**config.mk**
```make
export PLATFORM = sky130hd
export DESIGN_NAME = div_iter_flat
export DESIGN_NICKNAME = d
export VERILOG_FILES = /design/src/rtl/div_iter_if.sv /design/src/rtl/div_iter.sv /design/src/flat_wrapper.sv
export SDC_FILE = /design/constraint.sdc
export NUM_CORES = 1
export LEC_CHECK = 0
export BUFFER_PORTS_ARGS = -buffer_cell sky130_fd_sc_hd__buf_2
export CAP_MARGIN = 20
export CORE_AREA = 2 2 209 211
export DETAILED_ROUTE_END_ITERATION = 12
export DIE_AREA = 0 0 211 213
export GPL_TIMING_DRIVEN = 0
export PLACE_DENSITY = 0.89
export SLEW_MARGIN = 40
export SYNTH_ARGS = -nofsm -noshare
export SYNTH_HDL_FRONTEND = slang
export SYNTH_SLANG_ARGS = --single-unit
```
**constraint.sdc**
```tcl
create_clock -name clk -period 19.5 [get_ports clk]
set_input_delay 2.925 -clock clk [delete_from_list [all_inputs] [get_ports clk]]
set_output_delay 2.925 -clock clk [all_outputs]
set_load 0.02 [all_outputs]
```
**src/rtl/div_iter_if.sv**
```systemverilog
// ============================================================================
// div_iter_if : operand, control and result bundle of the iterative divider
// Optional macro DIVW_EN adds the W64E word-op select.
// Revision    : 1.0
// ============================================================================
`default_nettype none

interface div_iter_if #(
    parameter int XLEN = 64
);
    logic            FlushE;
    logic            StallM;
    logic            DivStartE;
    logic [XLEN-1:0] ForwardedSrcAE;
    logic [XLEN-1:0] ForwardedSrcBE;
    logic [2:0]      Funct3E;
`ifdef DIVW_EN
    logic            W64E;
`endif
    logic            DivBusyE;
    logic            DivDoneM;
    logic [XLEN-1:0] QuotM;
    logic [XLEN-1:0] RemM;

    modport master (
`ifdef DIVW_EN
        output W64E,
`endif
        output FlushE, StallM, DivStartE, ForwardedSrcAE, ForwardedSrcBE, Funct3E,
        input  DivBusyE, DivDoneM, QuotM, RemM
    );

    modport slave (
`ifdef DIVW_EN
        input  W64E,
`endif
        input  FlushE, StallM, DivStartE, ForwardedSrcAE, ForwardedSrcBE, Funct3E,
        output DivBusyE, DivDoneM, QuotM, RemM
    );
endinterface

`default_nettype wire

```
**src/rtl/div_iter.sv**
```systemverilog
// ============================================================================
// div_iter : radix-2 restoring divider (DIV/DIVU/REM/REMU), one quotient bit
//            per cycle, single-cycle completion for divide-by-zero/overflow.
// Optional macro DIVW_EN (XLEN=64 only) enables 32-bit word ops via W64E.
// Revision : 1.0
// ============================================================================
`default_nettype none

module div_iter #(
    parameter int XLEN = 64
) (
    input  wire logic   clk,
    input  wire logic   reset,
    div_iter_if.slave   bus
);
    localparam int CW = $clog2(XLEN);
    localparam logic [CW-1:0] CNT_LAST = CW'(XLEN - 1);

    typedef enum logic [1:0] {
        S_IDLE = 2'd0,
        S_BUSY = 2'd1,
        S_DONE = 2'd2
    } state_t;

    state_t          state_q, state_d;
    logic [CW-1:0]   cnt_q;
    logic [XLEN-1:0] rem_q, quo_q, div_q;
    logic            negq_q, negr_q;
    logic [XLEN-1:0] quot_out_q, rem_out_q;
`ifdef DIVW_EN
    logic            w64_q;
`endif

    logic            w_signed, w_a_sign, w_b_sign, w_ovf_pat, w_special;
    logic [XLEN-1:0] w_a, w_b, w_a_abs, w_b_abs, w_quo_init;
    logic [XLEN-1:0] w_spec_q, w_spec_r;
    logic [XLEN:0]   w_shift, w_diff;
    logic            w_fit;
    logic [XLEN-1:0] w_rem_nx, w_quo_nx, w_q_fin, w_r_fin;
    logic            w_start, w_accept, w_finish;
    logic            w_unused;

    // Funct3E[1] only selects Q vs R downstream.
    assign w_unused = bus.Funct3E[1];
    assign w_signed = bus.Funct3E[2] & ~bus.Funct3E[0];

    // Operand preparation: magnitudes, signs and special-case detection.
    always_comb begin
        w_a        = bus.ForwardedSrcAE;
        w_b        = bus.ForwardedSrcBE;
        w_a_sign   = w_signed & bus.ForwardedSrcAE[XLEN-1];
        w_b_sign   = w_signed & bus.ForwardedSrcBE[XLEN-1];
        w_ovf_pat  = (bus.ForwardedSrcAE == {1'b1, {(XLEN-1){1'b0}}}) & (&bus.ForwardedSrcBE);
`ifdef DIVW_EN
        if (bus.W64E) begin
            w_a_sign  = w_signed & bus.ForwardedSrcAE[31];
            w_b_sign  = w_signed & bus.ForwardedSrcBE[31];
            w_a       = {{(XLEN-32){w_a_sign}}, bus.ForwardedSrcAE[31:0]};
            w_b       = {{(XLEN-32){w_b_sign}}, bus.ForwardedSrcBE[31:0]};
            w_ovf_pat = (bus.ForwardedSrcAE[31:0] == 32'h8000_0000) & (&bus.ForwardedSrcBE[31:0]);
        end
`endif
        w_a_abs    = w_a_sign ? -w_a : w_a;
        w_b_abs    = w_b_sign ? -w_b : w_b;
        w_quo_init = w_a_abs;
`ifdef DIVW_EN
        // Word ops run 32 iterations, so the dividend starts in the top half.
        if (bus.W64E) begin
            w_quo_init = {w_a_abs[31:0], 32'h0};
        end
`endif
        w_special  = (w_b == '0) | (w_signed & w_ovf_pat);
        w_spec_q   = (w_b == '0) ? '1  : w_a;
        w_spec_r   = (w_b == '0) ? w_a : '0;
`ifdef DIVW_EN
        if (bus.W64E) begin
            w_spec_q = {{(XLEN-32){w_spec_q[31]}}, w_spec_q[31:0]};
            w_spec_r = {{(XLEN-32){w_spec_r[31]}}, w_spec_r[31:0]};
        end
`endif
    end

    // One restoring step; the extra bit keeps 2R+1 from overflowing.
    always_comb begin
        w_shift  = {rem_q, quo_q[XLEN-1]};
        w_diff   = w_shift - {1'b0, div_q};
        w_fit    = ~w_diff[XLEN];
        w_rem_nx = w_fit ? w_diff[XLEN-1:0] : w_shift[XLEN-1:0];
        w_quo_nx = {quo_q[XLEN-2:0], w_fit};
        w_q_fin  = negq_q ? -w_quo_nx : w_quo_nx;
        w_r_fin  = negr_q ? -w_rem_nx : w_rem_nx;
`ifdef DIVW_EN
        if (w64_q) begin
            w_q_fin = {{(XLEN-32){w_q_fin[31]}}, w_q_fin[31:0]};
            w_r_fin = {{(XLEN-32){w_r_fin[31]}}, w_r_fin[31:0]};
        end
`endif
    end

    assign w_start  = bus.DivStartE & ~bus.FlushE;
    assign w_accept = w_start & ((state_q == S_IDLE) | ((state_q == S_DONE) & ~bus.StallM));
    assign w_finish = (state_q == S_BUSY) & ~bus.FlushE & (cnt_q == '0);

    always_ff @(posedge clk) begin
        if (reset) begin
            state_q <= S_IDLE;
        end else begin
            state_q <= state_d;
        end
    end

    always_comb begin
        state_d = state_q;
        case (state_q)
            S_IDLE: begin
                if (w_start) begin
                    state_d = w_special ? S_DONE : S_BUSY;
                end
            end
            S_BUSY: begin
                if (bus.FlushE) begin
                    state_d = S_IDLE;
                end else if (cnt_q == '0) begin
                    state_d = S_DONE;
                end
            end
            S_DONE: begin
                if (bus.FlushE) begin
                    state_d = S_IDLE;
                end else if (!bus.StallM) begin
                    if (bus.DivStartE) begin
                        state_d = w_special ? S_DONE : S_BUSY;
                    end else begin
                        state_d = S_IDLE;
                    end
                end
            end
            default: state_d = S_IDLE;
        endcase
    end

    always_ff @(posedge clk) begin
        if (reset) begin
            cnt_q      <= '0;
            rem_q      <= '0;
            quo_q      <= '0;
            div_q      <= '0;
            negq_q     <= 1'b0;
            negr_q     <= 1'b0;
            quot_out_q <= '0;
            rem_out_q  <= '0;
`ifdef DIVW_EN
            w64_q      <= 1'b0;
`endif
        end else if (w_accept) begin
            if (w_special) begin
                quot_out_q <= w_spec_q;
                rem_out_q  <= w_spec_r;
            end else begin
                rem_q  <= '0;
                quo_q  <= w_quo_init;
                div_q  <= w_b_abs;
                negq_q <= w_a_sign ^ w_b_sign;
                negr_q <= w_a_sign;
                cnt_q  <= CNT_LAST;
`ifdef DIVW_EN
                w64_q  <= bus.W64E;
                if (bus.W64E) begin
                    cnt_q <= CW'(31);
                end
`endif
            end
        end else if (state_q == S_BUSY) begin
            rem_q <= w_rem_nx;
            quo_q <= w_quo_nx;
            cnt_q <= cnt_q - 1'b1;
            if (w_finish) begin
                quot_out_q <= w_q_fin;
                rem_out_q  <= w_r_fin;
            end
        end
    end

    assign bus.DivBusyE = (state_q == S_BUSY);
    assign bus.DivDoneM = (state_q == S_DONE);
    assign bus.QuotM    = quot_out_q;
    assign bus.RemM     = rem_out_q;

endmodule

`default_nettype wire

```
**src/flat_wrapper.sv**
```systemverilog
// flat-port wrapper written by rule: the top's interface ports become plain ports
module div_iter_flat 
#(
    parameter int XLEN = 64
)
  (clk, reset, bus_FlushE, bus_StallM, bus_DivStartE, bus_ForwardedSrcAE, bus_ForwardedSrcBE, bus_Funct3E, bus_DivBusyE, bus_DivDoneM, bus_QuotM, bus_RemM);
  div_iter_if #(.XLEN(XLEN)) bus_i ();
  input  wire logic clk;
  input  wire logic reset;
  input wire logic [$bits(bus_i.FlushE)-1:0] bus_FlushE;
  input wire logic [$bits(bus_i.StallM)-1:0] bus_StallM;
  input wire logic [$bits(bus_i.DivStartE)-1:0] bus_DivStartE;
  input wire logic [$bits(bus_i.ForwardedSrcAE)-1:0] bus_ForwardedSrcAE;
  input wire logic [$bits(bus_i.ForwardedSrcBE)-1:0] bus_ForwardedSrcBE;
  input wire logic [$bits(bus_i.Funct3E)-1:0] bus_Funct3E;
  output wire logic [$bits(bus_i.DivBusyE)-1:0] bus_DivBusyE;
  output wire logic [$bits(bus_i.DivDoneM)-1:0] bus_DivDoneM;
  output wire logic [$bits(bus_i.QuotM)-1:0] bus_QuotM;
  output wire logic [$bits(bus_i.RemM)-1:0] bus_RemM;
  assign bus_i.FlushE = bus_FlushE;
  assign bus_i.StallM = bus_StallM;
  assign bus_i.DivStartE = bus_DivStartE;
  assign bus_i.ForwardedSrcAE = bus_ForwardedSrcAE;
  assign bus_i.ForwardedSrcBE = bus_ForwardedSrcBE;
  assign bus_i.Funct3E = bus_Funct3E;
  assign bus_DivBusyE = bus_i.DivBusyE;
  assign bus_DivDoneM = bus_i.DivDoneM;
  assign bus_QuotM = bus_i.QuotM;
  assign bus_RemM = bus_i.RemM;
  div_iter #(.XLEN(XLEN)) u_core (.clk(clk), .reset(reset), .bus(bus_i));
endmodule
```
==> impl_metrics.toml, run 1 <==
[timing]
hold_violations = 0
worst_slew_pin_slew_ns = 1.01
rsz0062_at_grt = "no"
fin_crit_ns = 9.28
fin_crit_sh = 0.476
finalSetupTns_ns = 0
max-slew-margin-rel = 0.324
hold_slack_ns = 0.454
drv_slew = 0
skew_ns = 0.0318
fmax_mhz = 108
setup_viol = 0

[synth]
synth_top_cells_by_area = "dfxtp_1 (26%), nor2_1 (8.8%), a21oi_1 (6.1%)"
synthesis.instances = 3550
yosysSeqAreaShare = 0.261
synthSimpleGateAreaFrac = 0.252
synth-compound-area-share = 0.279
synthAdderAreaFrac = 0.0359
synthXorXnorAreaFrac = 0.0940
synth_fp_nets = 3758
synthFlopType = "dfxtp_1"
ys_ff_latch = 330
syn_avg_cell_area_um2 = 7.14
synth_top_family_by_area = "compound AO/OA/AOI/OAI gates"
synth_mux_area_frac = 0.0229
yosysWarnings = 0
synth_top_area_share = 0.261
yosys.cell_types.count = 97
synth_edf_count = 0
ys_async_sr_fraction = 0
synth_top_cell_by_area = "dfxtp_1"
netlist_area_um2 = 25300

[power]
switching_share = 0.356
p_int_w = 0.00138
vdd_ir_drop_max_uv = 71.2
p_switching_w = 0.000760
total_power_w = 0.00214
seqPwrFrac = 0.347
combPwrFrac = 0.269
clkPwrFrac = 0.384
p_leak_nw = 11.4
power_density_nw_per_um2 = 74.2

[cts]
cts_hold_repair.buffers = 0
cts_root_buf = "clkbuf_16"
clockBufferDepth = 3
cts_tree = "built"
h-tree-depth = 2
cts.sinks = 330
numCtsBuffers = 38
path_clk_slew_ns = 0.06
clkLatencyLatePin_ns = 0.60
post_cts.repair.setup_buffers = 0
cts_resized = 0

[route]
via_per_inst = 6.88
ant_nets = 0
drtIter0Drc = 4381
dr.pass1.iters = 8
vias = 30400
wl_um = 117000
remaining_drc_errors = 0
wl_per_cell_um = 26.4

[setup_path]
cp.arrival_ns = 9.73
required_ns = 19.96
critical_path_peak_fanout = 11
criticalPathCategory = "reg -> reg"
setup.worst_path.start_class = "flip-flop"
end_kind = "flip-flop"

[place]
dp.cells = 4355
gp_congestion = 1.07
dp_hpwl_um = 90700
numPortBuffers = 258

[flow_run]
maxCapViolations = 0

[die]
io-pin-count = 266
initial_utilization = 0.593
die-area_um2 = 44900
core_um2 = 42700
fp.dieW_um = 211
die_h_um = 213
num_rows = 76

[final_layout]
drive_gt1_frac = 0.117
nFillCells = 3879
syn_to_final_growth_pct = 13.8
finalNonFillerCells = 4426
nets = 4058
fin_util = 0.675

[run_status]
outcome = "complete, no violations"

[global_routing]
use_met2 = 0.778
antenna_found_initial = 5
grt_pass1_vias = 28000
grt_max_degree = 15
use_met3 = 0.135
grt_overflow = 0
gr-usage-all-layers = 0.502
busiest_layer = "met2"
grtUsageMet1 = 0.579
grt_pass1_wl_um = 169000

[hold_path]
hold_path.class = "reg -> reg"
[power by group through the flow]
stage,clock (W),combinational (W),sequential [W]
after floorplan,0,0.000327,0.000770
after global placement,0,0.000537,0.000753
after detailed placement,0,0.000541,0.000755
after CTS,0.000812,0.000545,0.000740
after global routing,0.000836,0.000609,0.000744
final,0.000822,0.000574,0.000742
[layer usage]
metal / share of wire / vias up
met3: 0.13 / 678
met1: 0.34 / 13800
met5: 0.00015 / -
li1: - / 13600
met4: 0.095 / 2
met2: 0.43 / 2370
[metrics by stage]
step | area, µm² | worst slack (ns)
2_1_floorplan | 25300 | 12.84
3_3_place_gp | 27300 | 9.84
3_5_place_dp | 27400 | 10.42
4_1_cts | 28800 | 10.38
5_1_grt | 28800 | 10.14
6_report | 28800 | 10.22
[sequential cells by signal (all words and copies together), names as in the netlist]
name / flops
u_core.div_q: 64
u_core.negq_q: 1
u_core.state_q: 2
u_core.quo_q: 64
u_core.negr_q: 1
u_core.cnt_q: 6
u_core.bus.RemM: 64
u_core.bus.QuotM: 64
u_core.rem_q: 64
[final timing paths]
| path | start | endpoint | slack (ns) | cells after the start |
|---|---|---|---|---|
| setup / recovery | u_core.quo_q[63]$_SDFFE_PP0P_ | u_core.bus.RemM[48]$_SDFFE_PP0P_ | 10.22 | 27 |
| hold / removal | u_core.bus.QuotM[10]$_SDFFE_PP0P_ | u_core.bus.QuotM[10]$_SDFFE_PP0P_ | 0.45 | 2 |
| setup reg to reg | u_core.quo_q[63]$_SDFFE_PP0P_ | u_core.bus.RemM[48]$_SDFFE_PP0P_ | 10.22 | 27 |
| hold reg to reg | u_core.bus.QuotM[10]$_SDFFE_PP0P_ | u_core.bus.QuotM[10]$_SDFFE_PP0P_ | 0.45 | 2 |
[logic make-up after synthesis]
| group | after synthesis |
|---|---|
| DFF | 330 |
| buffers and inverters | 348 |
| muxes | 57 |
| and+or+nand+nor | 1395 |
| AOI/OAI and AO/OA | 1076 |
| adders and majority gates | 72 |
| xor gates and xnor gates | 272 |
[cell type report]
type	count	area (µm²)	area share
multi-input cells	2872	17400	0.603
flip-flops and latches	330	6610	0.229
repair buffers	260	1310	0.0454
plain buffers	253	1090	0.0378
clock buffers	45	1020	0.0353
well taps	546	683	0.0237
clock inverters	22	372	0.0129
inverters	95	357	0.0124
diodes	3	7.51	0.000260
[cells in the mapped netlist (29+ instances only)]
library cell / instances
a211oi_1: 151
a21o_1: 36
a21oi_1: 308
a221oi_1: 42
a31oi_1: 75
clkbuf_1: 217
dfxtp_1: 330
ha_1: 71
inv_1: 94
mux2i_1: 49
nand2_1: 296
nand3_1: 57
nand4_1: 59
nor2_1: 595
nor3_1: 131
nor4_1: 54
o21ai_0: 176
o31ai_1: 49
or3_1: 47
or4_1: 29
xnor2_1: 125
xor2_1: 147
[cells in the final DEF, fill, tap and decap left out, types with 11 or more instances in the layout]
cell and n:
nand3b_1 11, xnor2_1 125, xor2_1 147, a311oi_1 17, and2_1 19, nand2b_1 24
o211ai_1 25, nand2_1 296, and3_1 18, clkbuf_16 39, o41ai_1 23, o31ai_1 49
clkbuf_2 34, nor4_1 48, a21oi_1 307, dfxtp_1 330, nand4_1 59, a221oi_1 42
a211oi_1 151, a22oi_1 13, nand3_1 57, mux2i_1 49, clkbuf_1 190, nor3_1 130
o221ai_1 13, or2_2 15, a21o_1 36, a31oi_1 75, o21ai_1 12, or4_1 29
or3_1 47, o21a_1 19, ha_1 71, inv_1 94, o22ai_1 12, o21ai_0 174
nor2_1 594, nor2b_1 12, buf_2 276
[worst max-delay path, cell delays in order, from the launching register on]
cell,delay [ns]
dfxtp_1,0.39
inv_1,0.09
ha_1,0.25
fa_1,0.43
nand2b_1,0.21
a21oi_1,0.35
o211ai_1,0.20
nand4_2,0.25
o2111a_2,0.29
o21a_1,0.31
nor2_2,0.18
inv_2,0.26
clkbuf_1,0.73
buf_2,0.60
clkbuf_2,0.54
nor2_1,0.07
a21oi_1,0.19
ha_1,0.29
nand2_1,0.07
or3_1,0.33
or4_1,0.52
nor4_1,0.42
a21oi_1,0.20
nor3_1,0.52
nand3_1,0.36
nor3_1,0.25
mux2_2,0.36
a2111oi_0,0.41
No activity file was read; power rests on OpenSTA's default activity.
==> inputs of run 2 (changes only) <==
- CORE_AREA: 2 2 209 211 -> 2 2 218 220
- DIE_AREA: 0 0 211 213 -> 0 0 220 222
- PLACE_DENSITY: 0.89 -> 0.87
- clock period: 19.5 -> 7.7 ns (I/O delays scaled with it)
==> run 2 against run 1 <==
  * Clock skew shrank 0.0014 ns
  * Maximum frequency grew 27%
  * Sequential power rose to 2.5 times the previous value
==> impl_metrics.toml, run 2 (synthesis results as in run 1) <==
[run_status]
outcome = "complete, no violations"

[route]
dr.pass1.iters = 7
wl_um = 122000
drtIter0Drc = 4761
wl_per_cell_um = 27.3
vias = 30600
ant_nets = 0
via_per_inst = 6.83
remaining_drc_errors = 0

[die]
initial_utilization = 0.548
die-area_um2 = 48800
die_h_um = 222
num_rows = 79
fp.dieW_um = 220
io-pin-count = 266
core_um2 = 46300

[hold_path]
hold_end = "u_core.bus.QuotM[16]$_SDFFE_PP0P_"
hold_path.class = "reg -> reg"
hold_start = "u_core.bus.QuotM[16]$_SDFFE_PP0P_"
min_path_cells = 2

[power]
total_power_w = 0.00523
p_leak_nw = 11.4
power_density_nw_per_um2 = 182
vdd_ir_drop_max_uv = 238

[setup_path]
setup.worst_path.start_class = "flip-flop"
r2r_cells = 26
critical_path_peak_fanout = 16
r2r_start = "u_core.quo_q[63]$_SDFFE_PP0P_"
cp.arrival_ns = 7.76
end_kind = "flip-flop"
r2r_slack_ns = 0.39
criticalPathCategory = "reg -> reg"
required_ns = 8.16
timing.rr.end = "u_core.bus.RemM[48]$_SDFFE_PP0P_"

[global_routing]
gr-usage-all-layers = 0.482
antenna_found_initial = 3
grt_pass1_wl_um = 176000
grt_max_degree = 17
grt_overflow = 0
grt_pass1_vias = 28100

[final_layout]
drive_gt1_frac = 0.120
nFillCells = 4397
final_common_cell = "nor2_1"
finish.instance_area_um2 = 28800
nets = 4058
layout_common_cells = "nor2_1 (594), dfxtp_1 (330), a21oi_1 (306), nand2_1 (296), buf_2 (278)"
syn_to_final_growth_pct = 13.8
finalNonFillerCells = 4484

[timing]
finalSetupTns_ns = 0
fin_crit_sh = 0.949
hold_violations = 0
drv_slew = 0
worst_slew_pin_slew_ns = 1.00
rsz0062_at_grt = "no"
setup_viol = 0
fmax_mhz = 137
skew_ns = 0.0303
max-slew-margin-rel = 0.323
layout_setup_ws_ns = 0.395
fin_crit_ns = 7.31

[cts]
cts_root_buf = "clkbuf_16"
clkLatencyLatePin_ns = 0.60
cts_tree = "built"
path_clk_slew_ns = 0.06
h-tree-depth = 2
cts.sinks = 330
clockBufferDepth = 3
numCtsBuffers = 38

[place]
dp.cells = 4419
dp_slack_ns = -1.56
gp_congestion = 1.08
numPortBuffers = 258
dpl-instance-area_um2 = 27500
dp_hpwl_um = 96500

[flow_run]
maxCapViolations = 0
run 2: cell count changes in the layout (fill, tap and decap cells not counted), sizes merged:
cell	before	now
clkbuf	267	266
clkdlybuf4s18	0	1
bufinv	9	3
clkinv	5	10
inv	99	98
buf	288	290
clkinvlp	4	2
diode	3	2
run 2: layout make-up:
class                      count  area, µm²  area share
antenna                        2       5.00    0.000174
buffer                       249       1080      0.0375
clock buffer                  47       1050      0.0363
clock inverter                18        196     0.00681
inverter                      95        359      0.0125
multi-input combinational   2872      17500       0.605
sequential                   330       6610       0.229
tap                          607        759      0.0263
timing repair buffer         264       1330      0.0462
run 2: worst max path at each step:
stage                                  start                               end  slack (ns)  cells after the start
3_3_place_gp   u_core.quo_q[63]$_SDFFE_PP0P_  u_core.bus.RemM[48]$_SDFFE_PP0P_       -1.79                     27
3_5_place_dp   u_core.quo_q[63]$_SDFFE_PP0P_  u_core.bus.RemM[48]$_SDFFE_PP0P_       -1.56                     28
6_report       u_core.quo_q[63]$_SDFFE_PP0P_  u_core.bus.RemM[48]$_SDFFE_PP0P_        0.39                     26
2_1_floorplan  u_core.quo_q[63]$_SDFFE_PP0P_  u_core.bus.RemM[48]$_SDFFE_PP0P_        1.36                     27
5_1_grt        u_core.rem_q[12]$_SDFFE_PP0P_  u_core.bus.RemM[48]$_SDFFE_PP0P_        0.11                     26
4_1_cts        u_core.rem_q[13]$_SDFFE_PP0P_  u_core.bus.RemM[48]$_SDFFE_PP0P_        0.12                     26
run 2: per-layer routing:
| layer | global-route usage | vias up | share of wire |
|---|---|---|---|
| met5 | 0 | - | 0.00022 |
| met4 | 0.359 | 4 | 0.091 |
| met2 | 0.747 | 2324 | 0.43 |
| met3 | 0.105 | 672 | 0.12 |
| met1 | 0.581 | 14100 | 0.36 |
| li1 | - | 13600 | - |
run 2: where the power goes:
| part | internal (W) | leakage [nW] | switching, W |
|---|---|---|---|
| clock | 0.00107 | 0.615 | 0.000806 |
| combinational | 0.000433 | 8.05 | 0.00105 |
| sequential | 0.00180 | 2.69 | 0.0000745 |
| total | 0.00331 | 11.4 | 0.00193 |
run 2: stage by stage:
stage | hold slack, ns | utilization
after CTS | 0.449 | 0.622
after global routing | 0.463 | 0.623
after global placement | 0.437 | 0.592
after detailed placement | 0.443 | 0.594
final | 0.444 | 0.623
after floorplan | 0.432 | -
run 2: what timing repair did:
item,4_1_cts,5_1_grt
resized for setup,11,7
pin swaps,0,1
cloned,0,0
hold buffers,0,0
setup buffers,0,2
setup endpoints to repair,40,17
run 2: critical path, cell delays in order (launching register included):
cell and delay, ns:
dfxtp_1 0.38, inv_1 0.08, ha_1 0.27, fa_1 0.42, nand2b_1 0.21, a21oi_2 0.27, o211ai_1 0.18, nand4_2 0.26
o2111a_2 0.30, o21a_2 0.25, nor2_4 0.12, inv_4 0.18, clkbuf_4 0.34, buf_4 0.34, nor2_1 0.06, a21oi_1 0.16
ha_1 0.28, nand2_1 0.07, or3_1 0.33, or4_1 0.57, nor4_4 0.20, a21oi_1 0.17, nor3_2 0.42, nand3_2 0.24
nor3_1 0.23, mux2_2 0.38, a2111oi_0 0.44
